File: src/rtl/wb_arbiter_pkg.sv
// Shared definitions for the writeback arbiter: FSM state encoding and datapath widths.
package wb_arbiter_pkg;

  localparam int REG_ADDR_W = 5;
  localparam int DATA_W     = 32;

  typedef enum logic [1:0] {
    ST_IDLE = 2'd0,
    ST_ALU  = 2'd1,
    ST_MEM  = 2'd2
  } wb_state_e;

endpackage

File: src/rtl/wb_arbiter_mem_to_reg_mux.sv
// Memory-to-register writeback mux: picks load data or ALU result for the register file.
module wb_arbiter_mem_to_reg_mux
  import wb_arbiter_pkg::*;
(
  input  logic              mem_to_reg,
  input  logic [DATA_W-1:0] alu_data,
  input  logic [DATA_W-1:0] mem_data,
  output logic [DATA_W-1:0] write_data
);

  assign write_data = mem_to_reg ? mem_data : alu_data;

endmodule

File: src/rtl/wb_arbiter.sv
// Writeback arbiter between ALU results and load data, one register-file write per cycle.
// Optional memory-streak guard enabled by defining WB_STREAK_GUARD_EN.
module wb_arbiter
  import wb_arbiter_pkg::*;
#(
  parameter int MEM_STREAK_MAX = 4
) (
  input  logic                  clk,
  input  logic                  reset,
  input  logic                  alu_valid,
  output logic                  alu_ready,
  input  logic [REG_ADDR_W-1:0] alu_rd,
  input  logic [DATA_W-1:0]     alu_result,
  input  logic                  mem_valid,
  output logic                  mem_ready,
  input  logic [REG_ADDR_W-1:0] mem_rd,
  input  logic [DATA_W-1:0]     mem_data,
  output logic                  RegWrite,
  output logic [REG_ADDR_W-1:0] WriteReg,
  output logic                  MemtoReg,
  output logic [DATA_W-1:0]     WriteData
);

  if (MEM_STREAK_MAX < 1 || MEM_STREAK_MAX > 15) begin : g_bad_streak_max
    $error("wb_arbiter: MEM_STREAK_MAX must be in 1..15");
  end

  wb_state_e             state_q, state_d;
  logic [REG_ADDR_W-1:0] write_reg_q, write_reg_d;
  logic                  mem_to_reg_q, mem_to_reg_d;
  logic [DATA_W-1:0]     alu_data_q, alu_data_d;
  logic [DATA_W-1:0]     mem_data_q, mem_data_d;
  logic                  guard_force;

`ifdef WB_STREAK_GUARD_EN
  localparam logic [3:0] STREAK_LIMIT = 4'(MEM_STREAK_MAX);

  logic [3:0] streak_q, streak_d;

  assign guard_force = alu_valid && (streak_q == STREAK_LIMIT);

  // Counts memory grants taken while the ALU is kept waiting; anything else restarts it.
  always_comb begin
    streak_d = '0;
    if (alu_valid && mem_ready) begin
      streak_d = streak_q + 4'd1;
    end
  end

  always_ff @(posedge clk) begin
    if (reset) begin
      streak_q <= '0;
    end else begin
      streak_q <= streak_d;
    end
  end
`else
  assign guard_force = 1'b0;
`endif

  always_comb begin
    alu_ready = 1'b0;
    mem_ready = 1'b0;
    if (!reset) begin
      mem_ready = mem_valid && !guard_force;
      alu_ready = alu_valid && !mem_ready;
    end
  end

  always_comb begin
    state_d      = ST_IDLE;
    write_reg_d  = write_reg_q;
    mem_to_reg_d = mem_to_reg_q;
    alu_data_d   = alu_data_q;
    mem_data_d   = mem_data_q;
    if (mem_ready) begin
      state_d      = ST_MEM;
      write_reg_d  = mem_rd;
      mem_to_reg_d = 1'b1;
      mem_data_d   = mem_data;
    end else if (alu_ready) begin
      state_d      = ST_ALU;
      write_reg_d  = alu_rd;
      mem_to_reg_d = 1'b0;
      alu_data_d   = alu_result;
    end
  end

  always_ff @(posedge clk) begin
    if (reset) begin
      state_q      <= ST_IDLE;
      write_reg_q  <= '0;
      mem_to_reg_q <= 1'b0;
      alu_data_q   <= '0;
      mem_data_q   <= '0;
    end else begin
      state_q      <= state_d;
      write_reg_q  <= write_reg_d;
      mem_to_reg_q <= mem_to_reg_d;
      alu_data_q   <= alu_data_d;
      mem_data_q   <= mem_data_d;
    end
  end

  // A non-IDLE state means last cycle transferred; writes to r0 are swallowed here.
  assign RegWrite = (state_q != ST_IDLE) && (write_reg_q != '0);
  assign WriteReg = write_reg_q;
  assign MemtoReg = mem_to_reg_q;

  wb_arbiter_mem_to_reg_mux u_wb_mux (
    .mem_to_reg (mem_to_reg_q),
    .alu_data   (alu_data_q),
    .mem_data   (mem_data_q),
    .write_data (WriteData)
  );

endmodule

File: config.mk
export PLATFORM = sky130hd
export DESIGN_NAME = wb_arbiter
export DESIGN_NICKNAME = d
export VERILOG_FILES = /design/src/rtl/wb_arbiter_pkg.sv /design/src/rtl/wb_arbiter_mem_to_reg_mux.sv /design/src/rtl/wb_arbiter.sv
export SDC_FILE = /design/constraint.sdc
export NUM_CORES = 1
export LEC_CHECK = 0
export BUFFER_PORTS_ARGS = -buffer_cell sky130_fd_sc_hd__buf_2
export CORE_ASPECT_RATIO = 1.1
export CORE_MARGIN = 4
export CORE_UTILIZATION = 25
export CTS_BUF_LIST = sky130_fd_sc_hd__clkbuf_4
export DETAILED_ROUTE_END_ITERATION = 8
export PLACE_DENSITY = 0.46
export RECOVER_POWER = 25
export SLEW_MARGIN = 15
export SYNTH_ARGS = -nofsm -noshare
export SYNTH_HDL_FRONTEND = slang
export SYNTH_SLANG_ARGS = --single-unit
File: constraint.sdc
create_clock -name clk -period 1.5 [get_ports clk]
set_clock_uncertainty 0.2 [all_clocks]
set_input_delay 0.3 -clock clk [delete_from_list [all_inputs] [get_ports clk]]
set_output_delay 0.3 -clock clk [all_outputs]
set_load 0.02 [all_outputs]
# Yosys cells after proc, flatten, opt, wreduce, memory -nomap -nowiden
# Index checks and enable logic that the tools add are counted.
# W data, S select, Z words.
[word_totals] regBits=72 in_bits=78 output_inout_bits=41 wordCells=24
[op_classes] n_mux=9 n_bitwise=1 reduce_logical=8
[op_table] op="$mux W32" count=1
[op_table] op="$mux W5" count=2
[op_table] op="$mux W1" count=5
[op_table] op="$reduce_bool A5 Y1" count=1
[op_table] op="$reduce_bool A2 Y1" count=2
[op_table] op="$logic_and A1 B1 Y1" count=2
[op_table] op="$mux W2" count=1
[op_table] op="$reduce_and A2 Y1" count=1
[op_table] op="$reduce_or A2 Y1" count=1
[op_table] op="$logic_not A1 Y1" count=1
[op_table] op="$not A1 Y1" count=1

# Depth between registers and ports, before layout
# Gate-level depths: netlist of the first run.
[depth] word_depth=5 mapped_depth=5 ltp_nobuf=2

# By module
# Synthesis of the first run repeated with hierarchy kept, for this count alone.
[hier_totals] cells_unflattened=277 area_unflattened_um2=3283.1
[by_module_without_submodules] mod="wb_arbiter" n_inst=1 cells_each=241 area_each_um2=2738.9 seq_area_each_um2=1441.4
[by_module_without_submodules] mod="wb_arbiter_mem_to_reg_mux" n_inst=1 cells_each=36 area_each_um2=544.3 seq_area_each_um2=0.0

# Worst setup path after synthesis of the first run
# No wires, ideal clock.
[synth_timing] path_type="flip-flop to output port" from="register mem_to_reg_q (netlist: MemtoReg)" to="output WriteData[0]" arrival_time_ns=1.272 required_ns=1.000 setup_slack_ns=-0.272 stages_incl_launch_ff=4 path_buffers=2 cell_sequence="dfxtp_1 clkbuf_1 buf_2 mux2_2"
[synth_via] elab_chain_len=1
[synth_rtl] item="start: declaration" line="wb_arbiter.sv:30" source="logic mem_to_reg_q, mem_to_reg_d;"
[synth_rtl] item="start signal: assignment" line="wb_arbiter.sv:99" source="mem_to_reg_q <= mem_to_reg_d;"
[synth_rtl] item="$mux W32" line="wb_arbiter_mem_to_reg_mux.sv:11" source="assign write_data = mem_to_reg ? mem_data : alu_data;"
[synth_rtl] item="end: declaration" line="wb_arbiter.sv:21" source="output logic [DATA_W-1:0] WriteData"
# No other way between the ends.

# Final worst setup path of the first run
[layout_timing] from="register write_reg_q[1] (netlist: WriteReg[1])" to="output RegWrite"
[layout_via] elab_chain_len=2
[layout_rtl] item="start: declaration" line="wb_arbiter.sv:29" source="logic [REG_ADDR_W-1:0] write_reg_q, write_reg_d;"
[layout_rtl] item="start signal: assignment" line="wb_arbiter.sv:98" source="write_reg_q <= write_reg_d;"
[layout_rtl] item="$reduce_bool A5 Y1" line="wb_arbiter.sv:106" source="assign RegWrite = (state_q != ST_IDLE) && (write_reg_q != '0);"
[layout_rtl] item="$logic_and A1 B1 Y1" line="wb_arbiter.sv:106"
[layout_rtl] item="end: declaration" line="wb_arbiter.sv:18" source="output logic RegWrite,"
# No other way between the ends.

==> results of run 1 <==
## metrics by stage
stage                     instances  power [mW]  worst slack, ns
after floorplan                 277        2.65          -0.0866
after global placement          547        2.92           -0.175
after detailed placement        547        2.93           -0.165
after CTS                       647        4.61           -0.669
after global routing            647        4.78           -0.674
final                           647        4.56           -0.613
## critical path, stage by stage (launching register included)
cell and delay, ns:
dfxtp_2 0.34, or4_4 0.52, o22a_2 0.21, buf_6 0.13
## sequential cells by signal, indices dropped and copies added (netlist names)
name / cells
WriteReg: 5
alu_data_q: 32
MemtoReg: 1
state_q: 2
mem_data_q: 32
## cells in the final DEF, fill, tap and decap left out
master	Yosys	final
a211oi_1	5	5
a21oi_1	1	1
buf_12	0	9
buf_16	0	1
buf_2	15	77
buf_4	1	8
buf_6	4	44
buf_8	0	1
bufinv_16	0	2
clkbuf_1	1	2
clkbuf_16	0	1
clkbuf_2	0	2
clkbuf_4	0	10
clkinv_1	0	1
clkinv_2	0	3
clkinvlp_4	0	1
dfxtp_1	72	67
dfxtp_2	0	4
dfxtp_4	0	1
dlygate4sd3_1	0	75
inv_1	1	1
mux2_2	60	3
mux2_4	0	61
mux2i_1	37	37
nand2b_1	1	1
nor2_1	34	33
nor2_4	0	1
nor2b_1	37	37
nor3b_1	1	1
nor3b_4	1	1
o22a_2	0	1
or4_4	0	1
## repair_timing
item	in CTS	in global routing
buffers inserted	7	2
pin swaps	1	0
setup endpoints to repair	41	40
resized for setup	81	15
hold buffers	75	0
gates cloned	2	1
endpoints found under the hold margin	69	0
## power by group through the flow
| stage | sequential (mW) | clock, mW | combinational, mW |
|---|---|---|---|
| 2_1_floorplan | 2.12 | 0 | 0.523 |
| 3_3_place_gp | 2.12 | 0 | 0.795 |
| 3_5_place_dp | 2.13 | 0 | 0.798 |
| 4_1_cts | 2.09 | 1.41 | 1.11 |
| 5_1_grt | 2.10 | 1.48 | 1.20 |
| 6_report | 2.09 | 1.35 | 1.12 |
## final cells by class
type / instances / area [sq um]
clock buffer: 9 / 67.6
tap: 154 / 193
clock inverter: 7 / 86.3
timing repair buffer: 221 / 1960
multi-input combinational: 183 / 1780
inverter: 1 / 3.75
fill: 1129 / 6590
sequential: 72 / 1450
## cells by family after synthesis
| kind of cell | count (synthesis) | share of synthesized area, % |
|---|---|---|
| flops | 72 | 46.2 |
| simple gates | 75 | 12.8 |
| mux | 101 | 35.0 |
| compound gates | 7 | 1.65 |
| buf+inv | 22 | 4.33 |
## layer usage
layer	wire [um]	vias to the layer above	track usage (%)
li1	-	1363	-
met1	4090	1229	16.2
met2	4110	79	19.5
met3	550	13	3.19
met4	172	0	5.38
met5	0	-	0
## worst max path at each step
stage                            from  endpoint  slack (ns)  cells past startpoint
after CTS                 WriteReg[1]  RegWrite       -0.67                      3
after detailed placement  WriteReg[1]  RegWrite       -0.17                      3
after floorplan           WriteReg[1]  RegWrite       -0.09                      2
final                     WriteReg[1]  RegWrite       -0.61                      3
after global placement    WriteReg[1]  RegWrite       -0.18                      3
after global routing      WriteReg[1]  RegWrite       -0.67                      3
==> results.yml, run 1 <==
power_and_ir_drop:
  switching_power_mw: 1.17
  leakagePower_nw: 2.57
  power.ir.vdd_worst_v: 0.000414
  power.clock.fraction_pct: 29.6
  power_report.internal_total_mw: 3.38
  seq_power_share_pct: 45.8
  share_of_total_power_in_combinational_logic_pct: 24.6
  pwr_density_cell_mw_per_mm2: 821
  switching_fraction_of_total_power_pct: 25.7
routing:
  drt_first_pass_iters: 4
  detail_route.vias_per_cell: 4.15
  route.detailed.drc: 0
  route.vias.total: 2684
  detail_routed_net_length_per_standard_cell_um: 13.8
  routed_wl_mm: 8.93
  antenna_left: 0
  drtIter0Drc: 53
sta:
  rsz0062_at_grt: "true"
  timing.setup.tns_ns: -16.87
  period_share_pct: 141
  clock.fmax_ghz: 0.473
  worst_slew_pin_slew_ns: 0.673
  final-hold-violation-count: 0
  timing.slew.headroom_pct: 55.1
  finalMaxSlewViolations: 0
  fin_worst_hold_slack_ns: 0.124
  setup_violations: 35
  final_critical_path_time_including_i_o_delays_and_setup_ns: 2.11
  postLayoutSetupSlackWorst_ns: -0.613
grt:
  grt_start_max_net_pins: 41
  first_global_vias: 2873
  gr-total-overflow: 0
  grt_first_pass_wirelength_mm: 14.1
  initial_antenna_violation_count: 0
  overall_track_demand_over_capacity_in_global_routing_pct: 12.5
clocking:
  cts_tree: "built"
  cts.sink_count: 72
  cts_max_path_buffers: 2
  clkTransAtPathRegs_ns: 0.12
  clock_network_latency_to_the_later_pin_of_the_worst_skew_pair_ns: 0.41
  clock_buffer_count_from_cts: 9
  clock-root-buffer: "clkbuf_4"
  cts_htree_levels: 3
critical_path:
  rr_endpoint: "MemtoReg"
  timing_worst_setup_path_type: "reg -> out"
  timing.critical_path.to_type: "primary output"
  cp.arrival_ns: 1.61
  startpoint_type: "register"
  reg2reg_depth: 5
  ff2ff_setup_slack_ns: 0.30
  r2r-start: "MemtoReg"
  critPathRequiredTime_ns: 1.00
  crit_path_max_fanout: 2
floorplanning:
  chipWidth_um: 114
  die_height_um: 125
  num_rows: 42
  core_region_area_sq_mm: 0.0121
  initial_utilization_pct: 25.7
  floorplan.die_area_sq_mm: 0.0143
  i_o_pin_count: 119
place:
  placement.io_buffers: 118
  place_hpwl_mm: 5.56
  finalWeightedCongestion: 0.688
  place_area_sq_mm: 0.00422
synth:
  synth.largest_area_cell: "dfxtp_1"
  synth-seq-cells: 72
  synthTopCellsByArea: "dfxtp_1 (46%), mux2_2 (22%), mux2i_1 (12%)"
  ys_top_cells_by_count: "dfxtp_1 (72), mux2_2 (60), mux2i_1 (37), nor2b_1 (37), nor2_1 (34)"
  synthDistinctLibCells: 18
  yosys.cell_count.top_type: "dfxtp_1"
  synth_area_sq_mm: 0.00312
  async_sr_flop_fraction_pct: 0
  synthesis.yosys.warnings: 0
  syn-num-nets: 355
  synth_seq_area_share_pct: 46.2
  synthFlopType: "dfxtp_1"
  synth_edf_count: 0
  count_of_mapped_cells_out_of_synthesis: 277
  syn_area_per_cell_sq_um: 11.3
  area_share_of_the_largest_cell_type_after_synthesis_pct: 46.2
finish:
  antennaDiodeCount: 0
  nNetsFinal: 566
  final_design_area_no_fill_sq_mm: 0.00555
  fin_util_pct: 45.7
  layout-drive-gt1-share_pct: 47.1
  area.growth.synth_to_final_pct: 77.9
min_path:
  hp-class: "in -> reg"
  timing.hold.worst_endpoint: "state_q[0]"
  whs_path_depth: 3
  timing.hold.worst.start: "alu_valid"
run_status:
  status: "finished, violations left"
  violations: "setup timing"
job:
  max_cap_viols: 0
Note: power is estimated with default switching activity, not from simulation.
==> inputs of run 2 (changes only) <==
- MAX_ROUTING_LAYER: not set -> met4
==> results.yml, run 2 (same netlist as run 1, synthesis figures left out) <==
critical_path:
  cp.arrival_ns: 1.62
  critPathRequiredTime_ns: 1.00
  startpoint_type: "register"
  crit_path_max_fanout: 2
  timing_worst_setup_path_type: "reg -> out"
  critical_path.startpoint: "WriteReg[1]"
  timing.critical_path.to_type: "primary output"
  r2r-start: "MemtoReg"
sta:
  finalMaxSlewViolations: 0
  period_share_pct: 141
  postLayoutSetupSlackWorst_ns: -0.618
  timing.setup.tns_ns: -17.00
  final_critical_path_time_including_i_o_delays_and_setup_ns: 2.12
  setup_violations: 35
  final-hold-violation-count: 0
  rsz0062_at_grt: "true"
  clock.fmax_ghz: 0.472
  worst_slew_pin_slew_ns: 0.673
  timing.slew.headroom_pct: 55.1
clocking:
  clock_network_latency_to_the_later_pin_of_the_worst_skew_pair_ns: 0.42
  cts_tree: "built"
  cts_max_path_buffers: 2
  cts.sink_count: 72
  clock-root-buffer: "clkbuf_4"
  clkTransAtPathRegs_ns: 0.12
  clock_buffer_count_from_cts: 9
  cts_htree_levels: 3
routing:
  detail_route.vias_per_cell: 4.15
  route.detailed.drc: 0
  routed_wl_mm: 8.94
  drtIter0Drc: 54
  drt_first_pass_iters: 4
  detail_routed_net_length_per_standard_cell_um: 13.8
  antenna_left: 0
  route.vias.total: 2684
finish:
  layout-drive-gt1-share_pct: 47.1
  nNetsFinal: 566
  area.growth.synth_to_final_pct: 77.9
  layout.cells.non_filler: 647
  fin_util_pct: 45.7
  layout_commonest_cell: "buf_2"
  nFillCells: 1129
  antennaDiodeCount: 0
  most_frequent_cells_in_the_layout: "buf_2 (77), dlygate4sd3_1 (75), dfxtp_1 (67)"
grt:
  initial_antenna_violation_count: 0
  first_global_vias: 2870
  grt_first_pass_wirelength_mm: 14.1
  gr-total-overflow: 0
  overall_track_demand_over_capacity_in_global_routing_pct: 12.9
  grt_start_max_net_pins: 41
floorplanning:
  floorplan.die_area_sq_mm: 0.0143
  num_rows: 42
  core_region_area_sq_mm: 0.0121
  initial_utilization_pct: 25.7
  die_height_um: 125
  chipWidth_um: 114
  i_o_pin_count: 119
power_and_ir_drop:
  leakagePower_nw: 2.57
  power.ir.vdd_worst_v: 0.000414
  power.total_mw: 4.56
  pwr_density_cell_mw_per_mm2: 821
place:
  placed_cells_incl_taps: 547
  place_hpwl_mm: 5.56
  placement.io_buffers: 118
  finalWeightedCongestion: 0.696
min_path:
  hp-class: "in -> reg"
  timing.hold.worst.start: "alu_valid"
run_status:
  status: "finished, violations left"
  violations: "setup timing"
job:
  max_cap_viols: 0
==> run 2: cell counts in the layout (fill, tap and decap cells not counted) <==
Identical to the previous run, type by type.
==> run 2: power breakdown <==
part           switching (mW)  internal, mW
combinational           0.422         0.696
sequential             0.0602          2.03
clock                   0.688         0.662
==> run 2: metrics by stage <==
stage | hold slack (ns) | instance area [sq um] | setup slack [ns]
2_1_floorplan | 0.243 | 3400 | -0.0866
3_3_place_gp | 0.266 | 4220 | -0.175
3_5_place_dp | 0.284 | 4220 | -0.165
4_1_cts | 0.0762 | 5520 | -0.669
5_1_grt | 0.106 | 5550 | -0.682
6_report | 0.118 | 5550 | -0.618
==> run 2: layout make-up <==
cell class / instances / area [sq um] / area share, %
timing repair buffer: 221 / 1960 / 35.4
clock inverter: 7 / 86.3 / 1.56
tap: 154 / 193 / 3.47
sequential: 72 / 1450 / 26.1
multi-input combinational: 183 / 1780 / 32.1
clock buffer: 9 / 67.6 / 1.22
inverter: 1 / 3.75 / 0.0677
==> run 2: worst max-delay path, cell delays in order, from the launching register on <==
cell,delay [ns]
dfxtp_2,0.34
or4_4,0.52
o22a_2,0.21
buf_6,0.13
==> run 2: final timing paths <==
check | endpoint | slack [ns] | depth (start not counted)
setup / recovery | RegWrite | -0.62 | 3
hold / removal | state_q[0] | 0.12 | 3
setup reg to reg | MemtoReg | 0.30 | 5
hold reg to reg | mem_data_q[12] | 0.30 | 2
==> run 2: what timing repair did <==
action | CTS | global route
hold endpoints to repair | 69 | 0
pin swaps | 1 | 0
gates resized for setup | 81 | 15
hold buffers | 75 | 0
setup endpoints to repair | 41 | 40
buffers inserted | 7 | 2
cloned | 2 | 1
==> run 2: layer usage <==
layer	global-route usage [%]	share of wire, %	up-vias	wire length (um)
li1	-	-	1361	-
met1	16.5	47	1230	4170
met2	19.5	46	81	4110
met3	3.33	5.7	12	512
met4	4.75	1.6	0	144
met5	-	0	-	0
==> inputs of run 3 (changes only) <==
- CTS_BUF_LIST: sky130_fd_sc_hd__clkbuf_4 -> sky130_fd_sc_hd__clkbuf_4 sky130_fd_sc_hd__clkbuf_8
- PLACE_DENSITY: 0.46 -> 0.56
- SLEW_MARGIN: 15 -> not set
==> results.yml, run 3 (same netlist as run 1, synthesis figures left out) <==
critical_path:
  critPathRequiredTime_ns: 1.00
  count_of_buffering_cells_on_the_critical_path_with_inverters_included: 1
  timing_worst_setup_path_type: "reg -> out"
  critical-path-slowest-cell: "or4_1"
  cp.arrival_ns: 1.51
  timing.critical_path.to_type: "primary output"
  path_cells: "or4_1, o22a_2, buf_6"
  critical_path.top_delay_family: "simple AND/OR/NAND/NOR gates"
  crit_path_max_fanout: 2
  critPathMaxStageDelay_ns: 0.52
  startpoint_type: "register"
floorplanning:
  die_height_um: 125
  i_o_pin_count: 119
  core_region_area_sq_mm: 0.0121
  initial_utilization_pct: 25.7
  floorplan.die_area_sq_mm: 0.0143
  chipWidth_um: 114
  num_rows: 42
clocking:
  clock_buffer_count_from_cts: 9
  clock_network_latency_to_the_later_pin_of_the_worst_skew_pair_ns: 0.34
  cts_tree: "built"
  clkTransAtPathRegs_ns: 0.08
  cts_max_path_buffers: 2
  cts_htree_levels: 3
  clock-root-buffer: "clkbuf_8"
  cts.sink_count: 72
finish:
  most_frequent_cells_in_the_layout: "buf_2 (80), dfxtp_1 (68), mux2_4 (61)"
  fin_util_pct: 44.4
  layout-drive-gt1-share_pct: 48.3
  final_design_area_no_fill_sq_mm: 0.00539
  antennaDiodeCount: 0
  layout_commonest_cell: "buf_2"
  nNetsFinal: 549
  layout.cells.non_filler: 630
  area.growth.synth_to_final_pct: 73.0
place:
  place_hpwl_mm: 5.69
  placed_cells_incl_taps: 545
  placement.io_buffers: 118
  pre_cts_ws_ns: -0.177
  finalWeightedCongestion: 0.722
  place_area_sq_mm: 0.00422
sta:
  setup_violations: 68
  postLayoutSetupSlackWorst_ns: -0.507
  final_critical_path_time_including_i_o_delays_and_setup_ns: 2.01
  final-hold-violation-count: 0
  timing.slew.headroom_pct: 57.7
  rsz0062_at_grt: "true"
  finalMaxSlewViolations: 0
  worst_slew_pin_slew_ns: 0.634
  clock.fmax_ghz: 0.498
  period_share_pct: 134
power_and_ir_drop:
  power_report.internal_total_mw: 3.44
  seq_power_share_pct: 44.6
  power.clock.fraction_pct: 32.4
  power.total_mw: 4.67
  power.ir.vdd_worst_v: 0.000337
  switching_fraction_of_total_power_pct: 26.3
  leakagePower_nw: 2.51
  switching_power_mw: 1.23
  pwr_density_cell_mw_per_mm2: 866
  share_of_total_power_in_combinational_logic_pct: 23.0
grt:
  grt_first_pass_wirelength_mm: 14.3
  grt_use_met3_pct: 2.90
  gr-total-overflow: 0
  first_global_vias: 2874
  met2_usage_pct: 21.7
  grt_start_max_net_pins: 38
  overall_track_demand_over_capacity_in_global_routing_pct: 13.2
  initial_antenna_violation_count: 0
  grtUsageMet1_pct: 15.8
  grt.busiest_layer: "met2"
routing:
  detail_routed_net_length_per_standard_cell_um: 14.7
  drt_first_pass_iters: 4
  route.vias.total: 2673
  route.detailed.drc: 0
  routed_wl_mm: 9.24
  detail_route.vias_per_cell: 4.24
  antenna_left: 0
  drtIter0Drc: 75
job:
  max_cap_viols: 0
run_status:
  violations: "setup timing"
  status: "finished, violations left"
min_path:
  hp-class: "in -> reg"
run 3: cell types whose count changed in the layout (fill, tap and decap cells not counted), sizes merged:
cell          previous run  this run
dlymetal6s2s             0         1
dlygate4sd3             75        60
clkinv                   4         2
inv                      1         2
bufinv                   2         1
clkbuf                  15        13
buf                    140       139
clkinvlp                 1         3
run 3: path summary, 6_finish.rpt:
kind | start | end | slack (ns) | depth (start not counted)
hold / removal | mem_data[20] | mem_data_q[20] | 0.03 | 3
setup reg to reg | MemtoReg | MemtoReg | 0.41 | 4
hold reg to reg | mem_data_q[25] | mem_data_q[25] | 0.30 | 2
setup / recovery | WriteReg[3] | RegWrite | -0.51 | 3
run 3: final cells by class:
| type | instances | area (sq um) |
|---|---|---|
| clock inverters | 7 | 71.3 |
| well taps | 154 | 193 |
| flip-flops and latches | 72 | 1450 |
| clock buffers | 9 | 124 |
| fillers | 1117 | 6750 |
| multi-input cells | 183 | 1780 |
| repair buffers | 204 | 1770 |
| inverters | 1 | 3.75 |
run 3: power groups by stage:
stage	logic, mW	clock network (mW)	registers, mW
finish	1.07	1.52	2.08
CTS	1.03	1.59	2.08
global placement	0.791	0	2.12
global route	1.15	1.66	2.10
floorplan	0.523	0	2.12
detailed placement	0.805	0	2.13
run 3: worst min-delay path, delay by kind of cell:
kind,cells,cell delay (ns)
muxes,1,0.06
and+or+nand+nor,1,0.09
buffers and inverters,1,0.08
run 3: what timing repair did:
item / CTS / global route
hold buffers: 60 / 0
pin swaps: 2 / 2
resized for setup: 44 / 43
cloned: 1 / 2
endpoints found under the hold margin: 60 / 0
setup endpoints to repair: 36 / 38
setup buffers: 6 / 2
run 3: layer usage:
metal | routed length, um | vias up
met5 | 0 | -
met4 | 111 | 0
met3 | 449 | 11
met2 | 4550 | 84
met1 | 4140 | 1245
li1 | - | 1333
run 3: stage by stage:
stage                     TNS [ns]  hold slack, ns
after CTS                   -15.59         0.00191
after global routing        -20.79          0.0292
final                       -15.52          0.0259
after global placement       -6.95           0.273
after detailed placement     -7.17           0.285
after floorplan              -2.01           0.243
